**src/rtl/csel_pkg.sv**
```systemverilog
// Shared types and constants for the nibble-serial carry-select adder.
package csel_pkg;

    localparam int unsigned NIB_W = 4;

    typedef enum logic [1:0] {
        IDLE,
        RUN,
        DONE
    } state_e;

    function automatic int unsigned nnib(input int unsigned width);
        return width / NIB_W;
    endfunction

endpackage

```
**src/rtl/csel_nibble.sv**
```systemverilog
// One 4-bit carry-select slice: two ripple adds (carry-in 0 and 1) and a 2:1 select.
module csel_nibble
    import csel_pkg::*;
(
    input  logic [NIB_W-1:0] a,
    input  logic [NIB_W-1:0] b,
    input  logic             sel,
    output logic [NIB_W-1:0] sum,
    output logic             carry
);

    logic [NIB_W-1:0] s0, s1;
    logic             c0, c1;

    always_comb begin
        s0 = '0;
        s1 = '0;
        c0 = 1'b0;
        c1 = 1'b1;
        for (int i = 0; i < NIB_W; i++) begin
            s0[i] = a[i] ^ b[i] ^ c0;
            c0    = (a[i] & b[i]) | (c0 & (a[i] ^ b[i]));
            s1[i] = a[i] ^ b[i] ^ c1;
            c1    = (a[i] & b[i]) | (c1 & (a[i] ^ b[i]));
        end
        sum   = sel ? s1 : s0;
        carry = sel ? c1 : c0;
    end

endmodule

```
**src/rtl/csel_add_seq.sv**
```systemverilog
// Nibble-serial adder: one shared carry-select slice, LSB nibble first,
// valid/ready handshake on operands and result.
module csel_add_seq
    import csel_pkg::*;
#(
    parameter int unsigned WIDTH = 16
) (
    input  logic             clk,
    input  logic             rst,
    input  logic             in_valid,
    output logic             in_ready,
    input  logic [WIDTH-1:0] a,
    input  logic [WIDTH-1:0] b,
    input  logic             cin,
    output logic             out_valid,
    input  logic             out_ready,
    output logic [WIDTH-1:0] sum,
    output logic             cout,
    output logic             busy
);

    localparam int unsigned NNIB = nnib(WIDTH);
    localparam int unsigned CW   = (NNIB > 1) ? $clog2(NNIB) : 1;

    state_e           state_q;
    logic [WIDTH-1:0] a_q, b_q;
    logic             carry_q;
    logic [CW-1:0]    cnt_q;
    logic [NIB_W-1:0] nib_sum;
    logic             nib_carry;
    logic [WIDTH-1:0] sum_shift;

    csel_nibble u_nibble (
        .a     (a_q[NIB_W-1:0]),
        .b     (b_q[NIB_W-1:0]),
        .sel   (carry_q),
        .sum   (nib_sum),
        .carry (nib_carry)
    );

    // New nibble enters at the top; after NNIB steps nibble 0 sits at the bottom.
    assign sum_shift = (sum >> NIB_W) | (WIDTH'(nib_sum) << (WIDTH - NIB_W));

    always_ff @(posedge clk or posedge rst) begin
        if (rst) begin
            state_q   <= IDLE;
            a_q       <= '0;
            b_q       <= '0;
            carry_q   <= 1'b0;
            cnt_q     <= '0;
            sum       <= '0;
            cout      <= 1'b0;
            in_ready  <= 1'b1;
            out_valid <= 1'b0;
            busy      <= 1'b0;
        end else begin
            unique case (state_q)
                IDLE: begin
                    if (in_valid && in_ready) begin
                        a_q      <= a;
                        b_q      <= b;
                        carry_q  <= cin;
                        cnt_q    <= '0;
                        sum      <= '0;
                        cout     <= 1'b0;
                        in_ready <= 1'b0;
                        busy     <= 1'b1;
                        state_q  <= RUN;
                    end
                end
                RUN: begin
                    a_q     <= a_q >> NIB_W;
                    b_q     <= b_q >> NIB_W;
                    carry_q <= nib_carry;
                    sum     <= sum_shift;
                    cnt_q   <= cnt_q + CW'(1);
                    if (cnt_q == CW'(NNIB - 1)) begin
                        cout    <= nib_carry;
                        state_q <= DONE;
                    end
                end
                DONE: begin
                    // Result is presented one cycle after the last nibble lands.
                    if (!out_valid) begin
                        out_valid <= 1'b1;
                    end else if (out_ready) begin
                        out_valid <= 1'b0;
                        in_ready  <= 1'b1;
                        busy      <= 1'b0;
                        state_q   <= IDLE;
                    end
                end
                default: state_q <= IDLE;
            endcase
        end
    end

endmodule

```
**config.mk**
```make
export PLATFORM = sky130hd
export DESIGN_NAME = csel_add_seq
export DESIGN_NICKNAME = d
export VERILOG_FILES = /design/src/rtl/csel_pkg.sv /design/src/rtl/csel_nibble.sv /design/src/rtl/csel_add_seq.sv
export SDC_FILE = /design/constraint.sdc
export NUM_CORES = 1
export LEC_CHECK = 0
export ABC_AREA = 1
export CAP_MARGIN = 15
export CORE_ASPECT_RATIO = 1.5
export CORE_MARGIN = 3
export CORE_UTILIZATION = 55
export DETAILED_ROUTE_END_ITERATION = 10
export GPL_TIMING_DRIVEN = 1
export PLACE_DENSITY_LB_ADDON = 0.3
export SLEW_MARGIN = 20
export SYNTH_ARGS = -nofsm -noshare
export SYNTH_HDL_FRONTEND = slang
export SYNTH_HIERARCHICAL = 1
export SYNTH_SLANG_ARGS = --single-unit
```
**constraint.sdc**
```tcl
create_clock -name clk -period 5.7 [get_ports clk]
set_input_delay 1.14 -clock clk [delete_from_list [all_inputs] [get_ports clk]]
set_output_delay 1.14 -clock clk [all_outputs]
set_load 0.005 [all_outputs]
```
==> flow_summary_export.csv <==
group,metric,value,unit
worst_setup_path,worst_ep_arrival_time,3220,ps
run_status,status,"completed",
clock_network,post_cts_resized,0,
global_route,grt_pass1_wl,9.618,mm
global_route,grt_pass1_vias,2240,
cells_and_area,nNetsFinal,437,
clock_network,root_buffer,"clkbuf_8",
cells_and_area,antenna_cells,0,
worst_setup_path,reg2reg_depth,5,
yosys,yosysSeqAreaShare,0.5163,
yosys,syn_area,0.002765,sq mm
sta,rsz0062_at_grt,"no",
sta,finalSetupViolations,0,
drt,drt_first_pass_iters,4,
cells_and_area,syn_to_final_growth,26.33,%
hold_path,hp-class,"reg -> reg",
worst_setup_path,path_delay_family,"simple AND/OR/NAND/NOR gates",
hold_path,whs_path_depth,2,
yosys,synth-xor-area-share,0,
drt,via_count,2366,
placed_design,globalplace.congestion,0.7363,
yosys,syn_inst,345,
yosys,ys_warn_count,6,
floorplan,dieArea,0.005932,sq mm
global_route,grt_overflow,0,
cells_and_area,layout-drive-gt1-share,0.05764,
worst_setup_path,crit_type,"in -> reg",
drt,drcViolationCount,0,
worst_setup_path,cpMostUsedCell,"nand2_1",
drt,via_per_inst,5.088,
floorplan,rows,31,
worst_setup_path,timing.rr.end,"b_q[11]$_DFFE_PP0P_",
worst_setup_path,crit_path_max_incr_delay,640,ps
pwr,leakage,1.709,nW
drt,wl_per_cell,12.27,microns
clock_network,clkTransAtPathRegs,60,ps
sta,tns,0,ps
clock_network,cts.sink_count,57,
floorplan,io_pins,57,
global_route,grt_start_max_net_pins,79,
sta,drv_slew,0,
clock_network,cts_inserted_buffers,9,
yosys,yosys.area_share.adder,0.03529,
worst_setup_path,end_kind,"flip-flop",
placed_design,port_buffers,56,
global_route,antenna_found_initial,0,
worst_setup_path,rrSetupSlack,3430,ps
sta,hold_viol_final,0,
yosys,synthMuxAreaShare,0,
flow_run,max_cap_violations,0,
worst_setup_path,critPathMaxFanout,40,
drt,ant_nets,0,
placed_design,dp.cells,449,
hold_path,min_to,"cout$_DFFE_PP0P_",
global_route,grt_usage,0.2105,
clock_network,cts_tree,"built",
drt,routed_wl,5.705,mm
sta,clock_skew,6.466,ps
floorplan,die_h,92.84,microns
yosys,syn_avg_cell_area,8.015,sq um
sta,finalCritPeriodShare,0.5281,
yosys,synthSimpleGateAreaFrac,0.2887,
floorplan,dieWidth,63.90,microns
worst_setup_path,start_kind,"input port",
cells_and_area,layout.cells.most_common_list,"nand2_1, dfrtp_1, clkdlybuf4s50_1, nand3_1, inv_1",
yosys,synth_compound_area_frac,0.05973,
yosys,synth_cell_type_count,18,
floorplan,start_util,0.5703,
clock_network,cts_setup_buffers,0,
pwr,powerDensity,249.4,mW/mm^2
yosys,ys_seq_elements,57,
pwr,peakVddDrop,0.2983,mV
clock_network,postCtsHoldBufs,0,
worst_setup_path,rr_startpoint,"state_q[0]$_DFFE_PP0P_",
yosys,synth_top_family_by_area,"simple AND/OR/NAND/NOR gates",
floorplan,core-area,0.004848,sq mm
drt,drt_iter0_markers,115,
clock_network,insertion_delay,340,ps
placed_design,dp_hpwl,3.697,mm
sta,worst_pin_slew,755.8,ps
worst_setup_path,path_cells,"clkdlybuf4s50_1 -> nand2_1 -> inv_1 -> nand2_2 -> nand2_2 -> nand2_1 -> nand2_1",
sta,max_freq,332.2,MHz
cells_and_area,final_common_cell,"nand2_1",
sta,period_needed,3010,ps
worst_setup_path,slowest_stage,"nand2_2",
worst_setup_path,crit_required,5910,ps
cells_and_area,fin_cells,465,
clock_network,h-tree-depth,3,
hold_path,min_from,"cout$_DFFE_PP0P_",
clock_network,clockBufferDepth,2,
worst_setup_path,path_buf_inv,2,
sta,slew_headroom,0.4943,
yosys,synth.net_count,388,
[where the power goes]
part	switching (mW)	internal, mW
Sequential	0	0.405
Combinational	0.0161	0.0259
Clock	0.154	0.271
Total	0.170	0.701
[cell families after synthesis]
group                    Yosys count
buffers and inverters             54
flip-flops                        57
AO/OA/AOI/OAI                     33
AND/OR/NAND/NOR                  195
adder cells (fa/ha/maj)            6
[through the flow]
stage	utilization	hold WS, ps	power (mW)	setup WS (ps)	area [sq um]
after floorplan	-	449.8	0.4258	3162	2765
final	0.7205	469.1	0.8711	2690	3493
after detailed placement	0.6746	458.9	0.4545	2354	3271
after global placement	0.6746	453.7	0.4543	2436	3271
after CTS	0.7205	474.3	0.8784	2690	3493
after global routing	0.7205	501.8	0.9002	2486	3493
[how the worst max path moves through the flow]
stage             start             endpoint  slack [ps]  cells after the start
2_1_floorplan       rst   a_q[0]$_DFFE_PP0P_        3160                      1
3_3_place_gp   in_valid   b_q[2]$_DFFE_PP0P_        2440                      7
3_5_place_dp   in_valid  b_q[11]$_DFFE_PP0P_        2350                      7
4_1_cts        in_valid  b_q[11]$_DFFE_PP0P_        2690                      7
5_1_grt        in_valid  b_q[11]$_DFFE_PP0P_        2490                      7
6_report       in_valid  b_q[11]$_DFFE_PP0P_        2690                      7
[area by class of cell]
cell class | count | area [sq um]
inverter | 35 | 131.4
fill | 408 | 1355
sequential | 57 | 1428
tap | 66 | 82.58
clock inverter | 2 | 60.06
multi-input combinational | 234 | 1061
clock buffer | 14 | 162.7
timing repair buffer | 57 | 568.0
[Yosys cell counts, drive strengths merged]
cell / number / area [sq um]
ha: 3 / 37.54
fa: 3 / 60.06
a21oi: 2 / 10.01
nand2: 152 / 583.1
dfrtp: 56 / 1401
o21ai: 31 / 155.2
buf: 19 / 145.1
dfstp: 1 / 26.28
nand3: 41 / 205.2
nor2: 2 / 10.01
inv: 35 / 131.4
[metal layers]
| metal | GRT usage | part of all wire |
|---|---|---|
| met1 | 0.2357 | 0.39 |
| met2 | 0.3598 | 0.53 |
| met3 | 0.05097 | 0.046 |
| met4 | 0.1189 | 0.026 |
| met5 | 0 | 0 |
[flip-flops by register name (all words and copies together), names as in the netlist]
name       count
state_q        2
a_q           16
b_q           16
cnt_q          2
carry_q        1
out_valid      1
busy           1
sum           16
cout           1
in_ready       1
[worst register-to-register path: stages (launching register included)]
cell     delay, ps
dfrtp_1        490
nor2_2          90
nand2_2        570
nand2_2        650
nand2_1        270
nand2_1         80
No activity file was read; power rests on OpenSTA's default activity.
